==> config.mk <==
export PLATFORM = sky130hd
export DESIGN_NAME = sigdel_virtualized_multi
export DESIGN_NICKNAME = d
export VERILOG_FILES = /design/src/rtl/sigdel_pkg.sv /design/src/rtl/sigdel_loop_core.sv /design/src/rtl/sigdel_virtualized_multi.sv
export SDC_FILE = /design/constraint.sdc
export NUM_CORES = 2
export LEC_CHECK = 0
export BUFFER_PORTS_ARGS = -buffer_cell sky130_fd_sc_hd__buf_4
export CAP_MARGIN = 10
export CELL_PAD_IN_SITES_DETAIL_PLACEMENT = 1
export CELL_PAD_IN_SITES_GLOBAL_PLACEMENT = 1
export CORE_MARGIN = 1.5
export CORE_UTILIZATION = 49
export CTS_CLUSTER_DIAMETER = 150
export DETAILED_ROUTE_END_ITERATION = 10
export GPL_ROUTABILITY_DRIVEN = 1
export HOLD_SLACK_MARGIN = 0.15
export PLACE_DENSITY = 0.89
export SLEW_MARGIN = 0
export SYNTH_ARGS = -nofsm -noshare
export SYNTH_HDL_FRONTEND = slang
export SYNTH_SLANG_ARGS = --single-unit
==> constraint.sdc <==
create_clock -name clock -period 9.4 [get_ports clock]
set_input_delay 1.88 -clock clock [delete_from_list [all_inputs] [get_ports clock]]
set_output_delay 1.88 -clock clock [all_outputs]
set_load 0.02 [all_outputs]
==> src/rtl/sigdel_pkg.sv <==
// Shared definitions for the virtualized sigma-delta bank: feedback levels,
// loop-order encoding and the saturating add used when SIGDEL_INTEGRATOR_SATURATION_EN is set.
package sigdel_pkg;

    typedef enum logic {
        ORDER_FIRST  = 1'b0,
        ORDER_SECOND = 1'b1
    } order_e;

    localparam int WIDE_W = 64;
    typedef logic signed [WIDE_W-1:0] wide_t;

    function automatic wide_t full_pos(input int w);
        return (wide_t'(1) <<< (w - 1)) - wide_t'(1);
    endfunction

    function automatic wide_t full_neg(input int w);
        return -(wide_t'(1) <<< (w - 1));
    endfunction

    // Symmetric clamp: the most negative code is never produced.
    function automatic wide_t sat_add(input wide_t a, input wide_t b, input int w);
        wide_t lim;
        wide_t s;
        lim = (wide_t'(1) <<< (w - 1)) - wide_t'(1);
        s   = a + b;
        if (s > lim)
            return lim;
        if (s < -lim)
            return -lim;
        return s;
    endfunction

endpackage

==> src/rtl/sigdel_loop_core.sv <==
// Combinational single-channel sigma-delta update (first or second order).
// SIGDEL_INTEGRATOR_SATURATION_EN selects clamping instead of two's-complement wrap.
module sigdel_loop_core
    import sigdel_pkg::*;
#(
    parameter int IN_W  = 24,
    parameter int GUARD = 4
) (
    input  logic signed [IN_W-1:0]       x_i,
    input  logic signed [IN_W+GUARD-1:0] i1_i,
    input  logic signed [IN_W+GUARD-1:0] i2_i,
    input  logic                         b_i,
    input  logic                         order_i,
    output logic signed [IN_W+GUARD-1:0] i1_o,
    output logic signed [IN_W+GUARD-1:0] i2_o,
    output logic                         b_o
);

    localparam int ACC_W = IN_W + GUARD;

    wide_t                   fb;
    wide_t                   sum1;
    wide_t                   sum2;
    logic signed [ACC_W-1:0] i1_n;
    logic signed [ACC_W-1:0] i2_n;

    always_comb begin
        fb   = b_i ? full_pos(IN_W) : full_neg(IN_W);
        sum1 = wide_t'(x_i) + wide_t'(i1_i);
`ifdef SIGDEL_INTEGRATOR_SATURATION_EN
        i1_n = ACC_W'(sat_add(sum1, -fb, ACC_W));
        sum2 = wide_t'(i2_i) + wide_t'(i1_n);
        i2_n = ACC_W'(sat_add(sum2, -fb, ACC_W));
`else
        i1_n = ACC_W'(sum1 - fb);
        sum2 = wide_t'(i2_i) + wide_t'(i1_n);
        i2_n = ACC_W'(sum2 - fb);
`endif
        i1_o = i1_n;
        if (order_i == ORDER_SECOND) begin
            i2_o = i2_n;
            b_o  = ~i2_n[ACC_W-1];
        end else begin
            i2_o = '0;
            b_o  = ~i1_n[ACC_W-1];
        end
    end

endmodule

==> src/rtl/sigdel_virtualized_multi.sv <==
// Time-multiplexed sigma-delta modulator bank: CHANNELS virtual loops share one
// sigdel_loop_core. Build option: SIGDEL_INTEGRATOR_SATURATION_EN (clamp integrators).
module sigdel_virtualized_multi
    import sigdel_pkg::*;
#(
    parameter int CHANNELS = 10,
    parameter int IN_W     = 24,
    parameter int GUARD    = 4
) (
    input  logic                          clock,
    input  logic                          reset,
    input  logic                          mod_enable,
    input  logic                          write_enable,
    input  logic [$clog2(CHANNELS)-1:0]   write_address,
    input  logic [IN_W-1:0]               write_data,
    input  logic                          write_order,
    input  logic [$clog2(CHANNELS)-1:0]   log_address,
    output logic                          log_bitstream,
    output logic [IN_W+GUARD-1:0]         log_integrator,
    output logic [CHANNELS-1:0]           bitstream_reg,
    output logic [$clog2(CHANNELS)-1:0]   active_channel,
    output logic                          frame_strobe
);

    localparam int             ACC_W  = IN_W + GUARD;
    localparam int             AW     = $clog2(CHANNELS);
    localparam logic [AW-1:0]  LAST   = AW'(CHANNELS - 1);
    localparam logic [AW:0]    CH_CNT = (AW + 1)'(CHANNELS);

    logic signed [IN_W-1:0]  x_q  [CHANNELS];
    logic signed [IN_W-1:0]  x_d  [CHANNELS];
    logic signed [ACC_W-1:0] i1_q [CHANNELS];
    logic signed [ACC_W-1:0] i1_d [CHANNELS];
    logic signed [ACC_W-1:0] i2_q [CHANNELS];
    logic signed [ACC_W-1:0] i2_d [CHANNELS];
    logic [CHANNELS-1:0]     ord_q, ord_d;
    logic [CHANNELS-1:0]     b_q, b_d;
    logic [AW-1:0]           act_q, act_d;
    logic                    strobe_q, strobe_d;
    logic                    log_bit_q, log_bit_d;
    logic [ACC_W-1:0]        log_int_q, log_int_d;

    logic signed [ACC_W-1:0] core_i1, core_i2;
    logic                    core_b;
    logic                    wr_hit;

    sigdel_loop_core #(
        .IN_W  (IN_W),
        .GUARD (GUARD)
    ) u_core (
        .x_i     (x_q[act_q]),
        .i1_i    (i1_q[act_q]),
        .i2_i    (i2_q[act_q]),
        .b_i     (b_q[act_q]),
        .order_i (ord_q[act_q]),
        .i1_o    (core_i1),
        .i2_o    (core_i2),
        .b_o     (core_b)
    );

    assign wr_hit = write_enable && ({1'b0, write_address} < CH_CNT);

    // Processing is applied first; a write that flips the order then clears the
    // same channel, so the clear wins while the update still used the old sample.
    always_comb begin
        x_d   = x_q;
        i1_d  = i1_q;
        i2_d  = i2_q;
        ord_d = ord_q;
        b_d   = b_q;
        if (mod_enable) begin
            i1_d[act_q] = core_i1;
            i2_d[act_q] = core_i2;
            b_d[act_q]  = core_b;
        end
        if (wr_hit) begin
            x_d[write_address]   = write_data;
            ord_d[write_address] = write_order;
            if (write_order != ord_q[write_address]) begin
                i1_d[write_address] = '0;
                i2_d[write_address] = '0;
                b_d[write_address]  = 1'b0;
            end
        end
    end

    always_comb begin
        act_d    = act_q;
        strobe_d = 1'b0;
        if (mod_enable) begin
            act_d    = (act_q == LAST) ? '0 : act_q + AW'(1);
            strobe_d = (act_q == LAST);
        end
    end

    always_comb begin
        log_bit_d = 1'b0;
        log_int_d = '0;
        if ({1'b0, log_address} < CH_CNT) begin
            log_bit_d = b_q[log_address];
            log_int_d = ord_q[log_address] ? i2_q[log_address] : i1_q[log_address];
        end
    end

    always_ff @(posedge clock) begin
        if (reset) begin
            for (int c = 0; c < CHANNELS; c++) begin
                x_q[c]  <= '0;
                i1_q[c] <= '0;
                i2_q[c] <= '0;
            end
            ord_q     <= '0;
            b_q       <= '0;
            act_q     <= '0;
            strobe_q  <= 1'b0;
            log_bit_q <= 1'b0;
            log_int_q <= '0;
        end else begin
            for (int c = 0; c < CHANNELS; c++) begin
                x_q[c]  <= x_d[c];
                i1_q[c] <= i1_d[c];
                i2_q[c] <= i2_d[c];
            end
            ord_q     <= ord_d;
            b_q       <= b_d;
            act_q     <= act_d;
            strobe_q  <= strobe_d;
            log_bit_q <= log_bit_d;
            log_int_q <= log_int_d;
        end
    end

    assign bitstream_reg  = b_q;
    assign active_channel = act_q;
    assign frame_strobe   = strobe_q;
    assign log_bitstream  = log_bit_q;
    assign log_integrator = log_int_q;

endmodule

# Word-level counts from Yosys, hierarchy flattened
# Index checks and enable logic that the tools add are counted.
dict set report totals {
  input_bits 37
  ff_bits 854
  mem_bits_ro 0
  mem_bits_rw 0
  wordCells 128
  output_inout_bits 44
  latch_bits 0
  mem_count 0
}
dict set report op_classes {
  multipliers 0
  eq_ne 2
  magnitude_cmp 12
  n_addsub 5
  div 0
  bitwise 12
  shifts 0
  reduce_logical 7
  mux 54
}
# op n
set op_table {}
lappend op_table {{280-bit two-way mux} 6}
lappend op_table {{280-bit bitwise AND} 2}
lappend op_table {{280-bit bitwise mux} 2}
lappend op_table {{28-bit binary-select mux with 4-bit select} 4}
lappend op_table {{28-bit two-way mux} 13}
lappend op_table {{280-bit inverter} 1}
lappend op_table {{240-bit bitwise mux} 1}
lappend op_table {{28-bit demux with 4-bit select} 2}
lappend op_table {{24-bit binary-select mux with 4-bit select} 1}
lappend op_table {{24-bit demux with 4-bit select} 1}
lappend op_table {{24-bit two-way mux} 3}
lappend op_table {{28-bit subtractor} 2}
lappend op_table {{10-bit two-way mux} 3}
lappend op_table {{24-bit by 28-bit adder with 28-bit output} 1}
lappend op_table {{28-bit adder} 1}
lappend op_table {{1-bit binary-select mux with 4-bit select} 5}
lappend op_table {{10-bit bitwise mux} 2}
lappend op_table {{5-bit greater-or-equal comparator, second input constant} 3}
lappend op_table {{4-bit by 5-bit < comparator with 1-bit output, second input constant} 3}
lappend op_table {{4-bit inverter with 5-bit output} 3}
lappend op_table {{10-bit bitwise AND} 1}
lappend op_table {{5-bit by 1-bit < comparator with 1-bit output, second input constant} 2}
lappend op_table {{10-bit inverter} 1}
lappend op_table {{1-bit demux with 4-bit select} 2}
lappend op_table {{other kinds (10)} 27}

# Depth between registers and ports, before layout
dict set report logic_depth {
  depth_word 15
  depth_mapped 33
  mapped_depth_nobuf 27
}

# By module
# Synthesis repeated with hierarchy kept, for this count alone.
dict set report hier_totals {
  cells_unflattened 5114
  area_unflattened_um2 45506.1
}
# mod cells_per_inst instances area_per_inst_um2
set modules_own_cells {}
lappend modules_own_cells {sigdel_virtualized_multi 4465 1 40771.6}
lappend modules_own_cells {sigdel_loop_core 649 1 4734.5}

# Worst setup path after synthesis
# Ideal clock, no wire load.
dict set report synth_timing {
  path_type {register to register}
  from {register act_q[0] (netlist: active_channel[0])}
  to {register i2_q[111] in the netlist's numbering}
  synth_period_minus_slack_ns 7.486
  arrival_time_ns 7.356
  setup_slack_ns 1.914
  stages_incl_launch_ff 30
  cell_sequence {dfxtp_1 -> buf_6 -> buf_4 -> mux2i_1 -> o22ai_2 -> ha_1 -> inv_1 -> ha_1 -> fa_1 -> a21o_1 -> a21oi_1 -> o21ai_1 -> a21oi_1 -> o31a_1 -> o31ai_1 -> a21oi_1 -> xor2_1 -> clkbuf_1 -> inv_1 -> fa_1 -> ha_1 -> a21o_1 -> a31oi_1 -> nand4_1 -> o31a_1 -> a31oi_1 -> o21ai_1 -> xor2_1 -> xnor2_2 -> o21ai_1}
}
dict set report synth_between {
  elab_chain_len 14
}
# element line_no
set synth_lines {}
lappend synth_lines {{start, declared} sigdel_virtualized_multi.sv:38} ;# logic [AW-1:0] act_q, act_d;
lappend synth_lines {{start signal, assigned} sigdel_virtualized_multi.sv:126} ;# act_q <= act_d;
lappend synth_lines {{4-bit inverter with 5-bit output (not written as such)} -}
lappend synth_lines {{24-bit binary-select mux with 4-bit select or 28-bit binary-select mux with 4-bit select (tied branches)} {sigdel_virtualized_multi.sv:51, sigdel_virtualized_multi.sv:52}}
lappend synth_lines {{24-bit two-way mux (not written as such) or 28-bit two-way mux (tied branches) (2 in series)} {sigdel_virtualized_multi.sv:51, sigdel_virtualized_multi.sv:52}}
lappend synth_lines {{24-bit by 28-bit adder with 28-bit output} sigdel_loop_core.sv:29} ;# sum1 = wide_t'(x_i) + wide_t'(i1_i);
lappend synth_lines {{28-bit subtractor} sigdel_loop_core.sv:35} ;# i1_n = ACC_W'(sum1 - fb);
lappend synth_lines {{28-bit adder} sigdel_loop_core.sv:36} ;# sum2 = wide_t'(i2_i) + wide_t'(i1_n);
lappend synth_lines {{28-bit subtractor} sigdel_loop_core.sv:37} ;# i2_n = ACC_W'(sum2 - fb);
lappend synth_lines {{28-bit two-way mux} sigdel_loop_core.sv:40} ;# if (order_i == ORDER_SECOND) begin
lappend synth_lines {{280-bit bitwise mux (*)} sigdel_virtualized_multi.sv:73} ;# i2_d[act_q] = core_i2;
lappend synth_lines {{280-bit two-way mux (*)} sigdel_virtualized_multi.sv:71} ;# if (mod_enable) begin
lappend synth_lines {{280-bit bitwise AND (no line)} -}
lappend synth_lines {{280-bit two-way mux} sigdel_virtualized_multi.sv:79} ;# if (write_order != ord_q[write_address]) begin
lappend synth_lines {{280-bit two-way mux (*)} sigdel_virtualized_multi.sv:76} ;# if (wr_hit) begin
lappend synth_lines {{end signal, assigned by index} sigdel_virtualized_multi.sv:122} ;# i2_q[c] <= i2_d[c];
lappend synth_lines {{end, declared} sigdel_virtualized_multi.sv:34} ;# logic signed [ACC_W-1:0] i2_q [CHANNELS];
# Mark *: on every way between the ends. The rest lies on a longest branch, timed or not. The select of a mux whose other input is x is not followed.
# A chain may end at the register's enable or synchronous reset.

# Worst setup path after layout
dict set report layout_timing {
  from {register act_q[1] (netlist: active_channel[1])}
  to {register i2_q[222] in the netlist's numbering}
}
# Same word-level chain as after synthesis.

==> flow_summary_export.csv <==
group,metric,value,unit
outcome,status,"complete, no violations",
clocking,cts.path.max_buffers,3,
sta,hold-worst-slack,0.455,ns
sta,setup_repair_after_global_routing_missed_its_margin,"no",
pwr,vdd_ir_max,634,uV
critical_path,ff2ff_setup_slack,0.26,ns
pwr,pwr_density_cell,302,nW/um2
yosys,yosysWarningCount,0,
final_layout,multi_input_comb_area,25200,um2
pwr,power_report.internal_total,8.19,mW
final_layout,syn2layout_area_growth,10.4,%
floorplan,die_w,303,um
final_layout,fillerInstances,10141,
min_path,hold_path_end,"x_q[92]",
yosys,synth.most_common_cell,"nand2_1",
min_path,hold_start,"x_q[92]",
sta,clock_skew,0.0277,ns
yosys,synth_top_area_cell,"dfxtp_1",
final_layout,final_core_utilization,54.9,%
detailed_routing,antenna_left,0,
yosys,synth.cell_area,44200,um2
clocking,total_number_of_h_tree_levels,3,
sta,slew-limit-headroom,19.9,%
detailed_routing,firstDrtPassIters,9,
critical_path,critical_path_depth,25,
final_layout,num_antenna_cells,0,
yosys,postSynthCellCount,5077,
sta,min_period_over_period,97.3,%
final_layout,register_area,17100,um2
detailed_routing,remaining_drc_errors,0,
critical_path,critical_path_endpoint_category,"flop",
grt,grt_antenna_before_repair,5,
critical_path,cp-start-kind,"flop",
critical_path,cp_top_family,"compound AO/OA/AOI/OAI gates",
detailed_routing,routed_wire_length_per_instance,30.8,um
critical_path,reg2reg_depth,25,
floorplan,dieHeight,303,um
yosys,synth_area_per_cell,8.71,um2
yosys,synth_seq_area_share,38.7,%
final_layout,drive_above_1_share,14.2,%
pwr,seqPwrFrac,25.8,%
yosys,synth_edf_count,0,
pwr,power.combinational.fraction,48.1,%
yosys,synth_largest_type_area_fraction,38.7,%
placement,place_congestion,0.958,
final_layout,reg.largest.list,"i1_q x280, i2_q x280, x_q x240",
grt,first_global_vias,46138,
detailed_routing,route.vias.total,43379,
critical_path,critical_path.slowest_cell,"o22ai_4",
grt,pin_count_of_the_biggest_net_entering_global_routing,107,
critical_path,cp.buffers_inverters,4,
pwr,power.switching_fraction,44.5,%
sta,final.setup.tns,0,ns
clocking,cts_tree,"built",
yosys,ys_ff_latch,854,
sta,finalMaxSlewViolations,0,
critical_path,worst-setup-path-type,"flop to flop",
critical_path,critical-path-max-stage-delay,0.72,ns
yosys,synth.top_cells.by_count,"nand2_1, dfxtp_1, a21oi_1",
floorplan,io_pins,81,
yosys,postSynthNetCount,5224,
yosys,synth_cell_types,65,
flow_run,max_cap_violations,0,
clocking,clkTransAtPathRegs,0.07,ns
min_path,hold_path_depth,2,
sta,worst-slew-pin-transition,1.20,ns
critical_path,reg2reg_start,"active_channel[1]",
grt,grt_overall_usage,40.5,%
pwr,switchingPower,6.58,mW
clocking,cts_num_sinks,854,
grt,grt_pass1_wl,281,mm
sta,period_needed,9.14,ns
yosys,top_flip_flop_cell_by_instance_count_after_synthesis,"dfxtp_1",
critical_path,critPathArrivalTime,9.65,ns
min_path,holdCritPathClass,"flop to flop",
critical_path,path_max_fanout,38,
detailed_routing,starting_drt_drc_count,5384,
yosys,synth-async-reset-ratio,0,%
floorplan,floorplan.initialDensity,49.7,%
clocking,cts_setup_buffers,0,
critical_path,worst_ep_required_time,9.91,ns
sta,max_freq,109,MHz
sta,setup-violations-final,0,
critical_path,crit-reg2reg-capture,"i2_q[222]",
final_layout,final_nets,5062,
placement,io_buffers,80,
floorplan,floorplan.core_area,88900,um2
clocking,clock_tree.root_cell,"clkbuf_16",
floorplan,fp-row-count,109,
sta,hold_viol_final,0,
pwr,total_power,14.8,mW
pwr,leakagePower,16.5,nW
pwr,power.clock.fraction,26.1,%
clocking,cts_buffer_count,92,
yosys,synthTopCellsByArea,"dfxtp_1, mux4_2, nand2_1",
detailed_routing,viasPerCell,7.05,
placement,dpl.hpwl,106,mm
detailed_routing,wirelength,189,mm
clocking,clock_insertion_delay_worst_skew,0.69,ns
sta,finalWorstSetupSlack,0.256,ns
placement,preCtsSetupSlack,0.860,ns
floorplan,floorplan.die_area,92100,um2
grt,gr-total-overflow,0,
==> layout by cell type, fill, tap and decap left out, drive strengths merged, types with 56 or more instances in the layout <==
cell type,n
a21oi,786
buf,202
o21ai,119
nor2,359
ha,56
nand2,1156
dfxtp,854
mux4,254
inv,91
a22oi,69
nand3,120
clkbuf,131
mux2i,251
==> per-stage QoR <==
| step | std cells | cell area, um2 |
|---|---|---|
| after floorplan | 5077 | 44200 |
| after global placement | 5986 | 45700 |
| after detailed placement | 5986 | 45700 |
| after CTS | 6153 | 48800 |
| after global routing | 6153 | 48800 |
| final | 6153 | 48800 |
==> cell type report <==
type                    instances  share of cell area (%)
clock buffers                 130                    5.55
clock inverters                37                   0.869
inverters                      90                   0.692
multi-input cells            3674                    51.6
flip-flops and latches        854                    35.0
well taps                    1165                    2.99
repair buffers                203                    3.29
==> worst max path at each step <==
stage | start | to | slack [ns]
floorplan | active_channel[0] | i2_q[111] | 1.91
global placement | active_channel[0] | bitstream_reg[0] | 1.18
detailed placement | active_channel[0] | bitstream_reg[1] | 0.86
CTS | active_channel[0] | i2_q[138] | 0.69
global route | active_channel[0] | i2_q[222] | 0.04
finish | active_channel[1] | i2_q[222] | 0.26
==> worst min-delay path, cell delays in order (launching register included) <==
cell     delay, ns
dfxtp_1       0.31
nand2_1       0.05
a21oi_1       0.05
==> routing by layer <==
layer / share of wire (%) / GRT usage (%) / vias to the layer above
met3: 13 / 12.2 / 1241
met1: 35 / 48.1 / 21322
met4: 8.6 / 30.0 / 8
met2: 44 / 62.2 / 3347
li1: - / - / 17461
met5: 0.024 / 0 / -
==> kinds of logic after synthesis <==
family	after synthesis	synth area share [%]
AOI/OAI and AO/OA	1258	16.6
xor gates and xnor gates	50	1.04
adders and majority gates	110	4.03
buffers and inverters	549	4.85
DFF	854	38.7
muxes	537	19.4
and+or+nand+nor	1719	15.4
==> power by group through the flow <==
| stage | clock network (mW) | logic, mW | registers, mW |
|---|---|---|---|
| 6_report | 3.86 | 7.10 | 3.81 |
| 5_1_grt | 4.00 | 7.42 | 3.81 |
| 4_1_cts | 3.85 | 6.76 | 3.80 |
| 3_5_place_dp | 0 | 6.57 | 3.87 |
| 3_3_place_gp | 0 | 6.34 | 3.87 |
| 2_1_floorplan | 0 | 4.48 | 3.84 |
==> repair_timing <==
action / in CTS / in global routing
endpoints found under the setup margin: 0 / 1
resized for setup: 0 / 1
hold buffers: 0 / 0
Power figures use the tool's default switching activity.
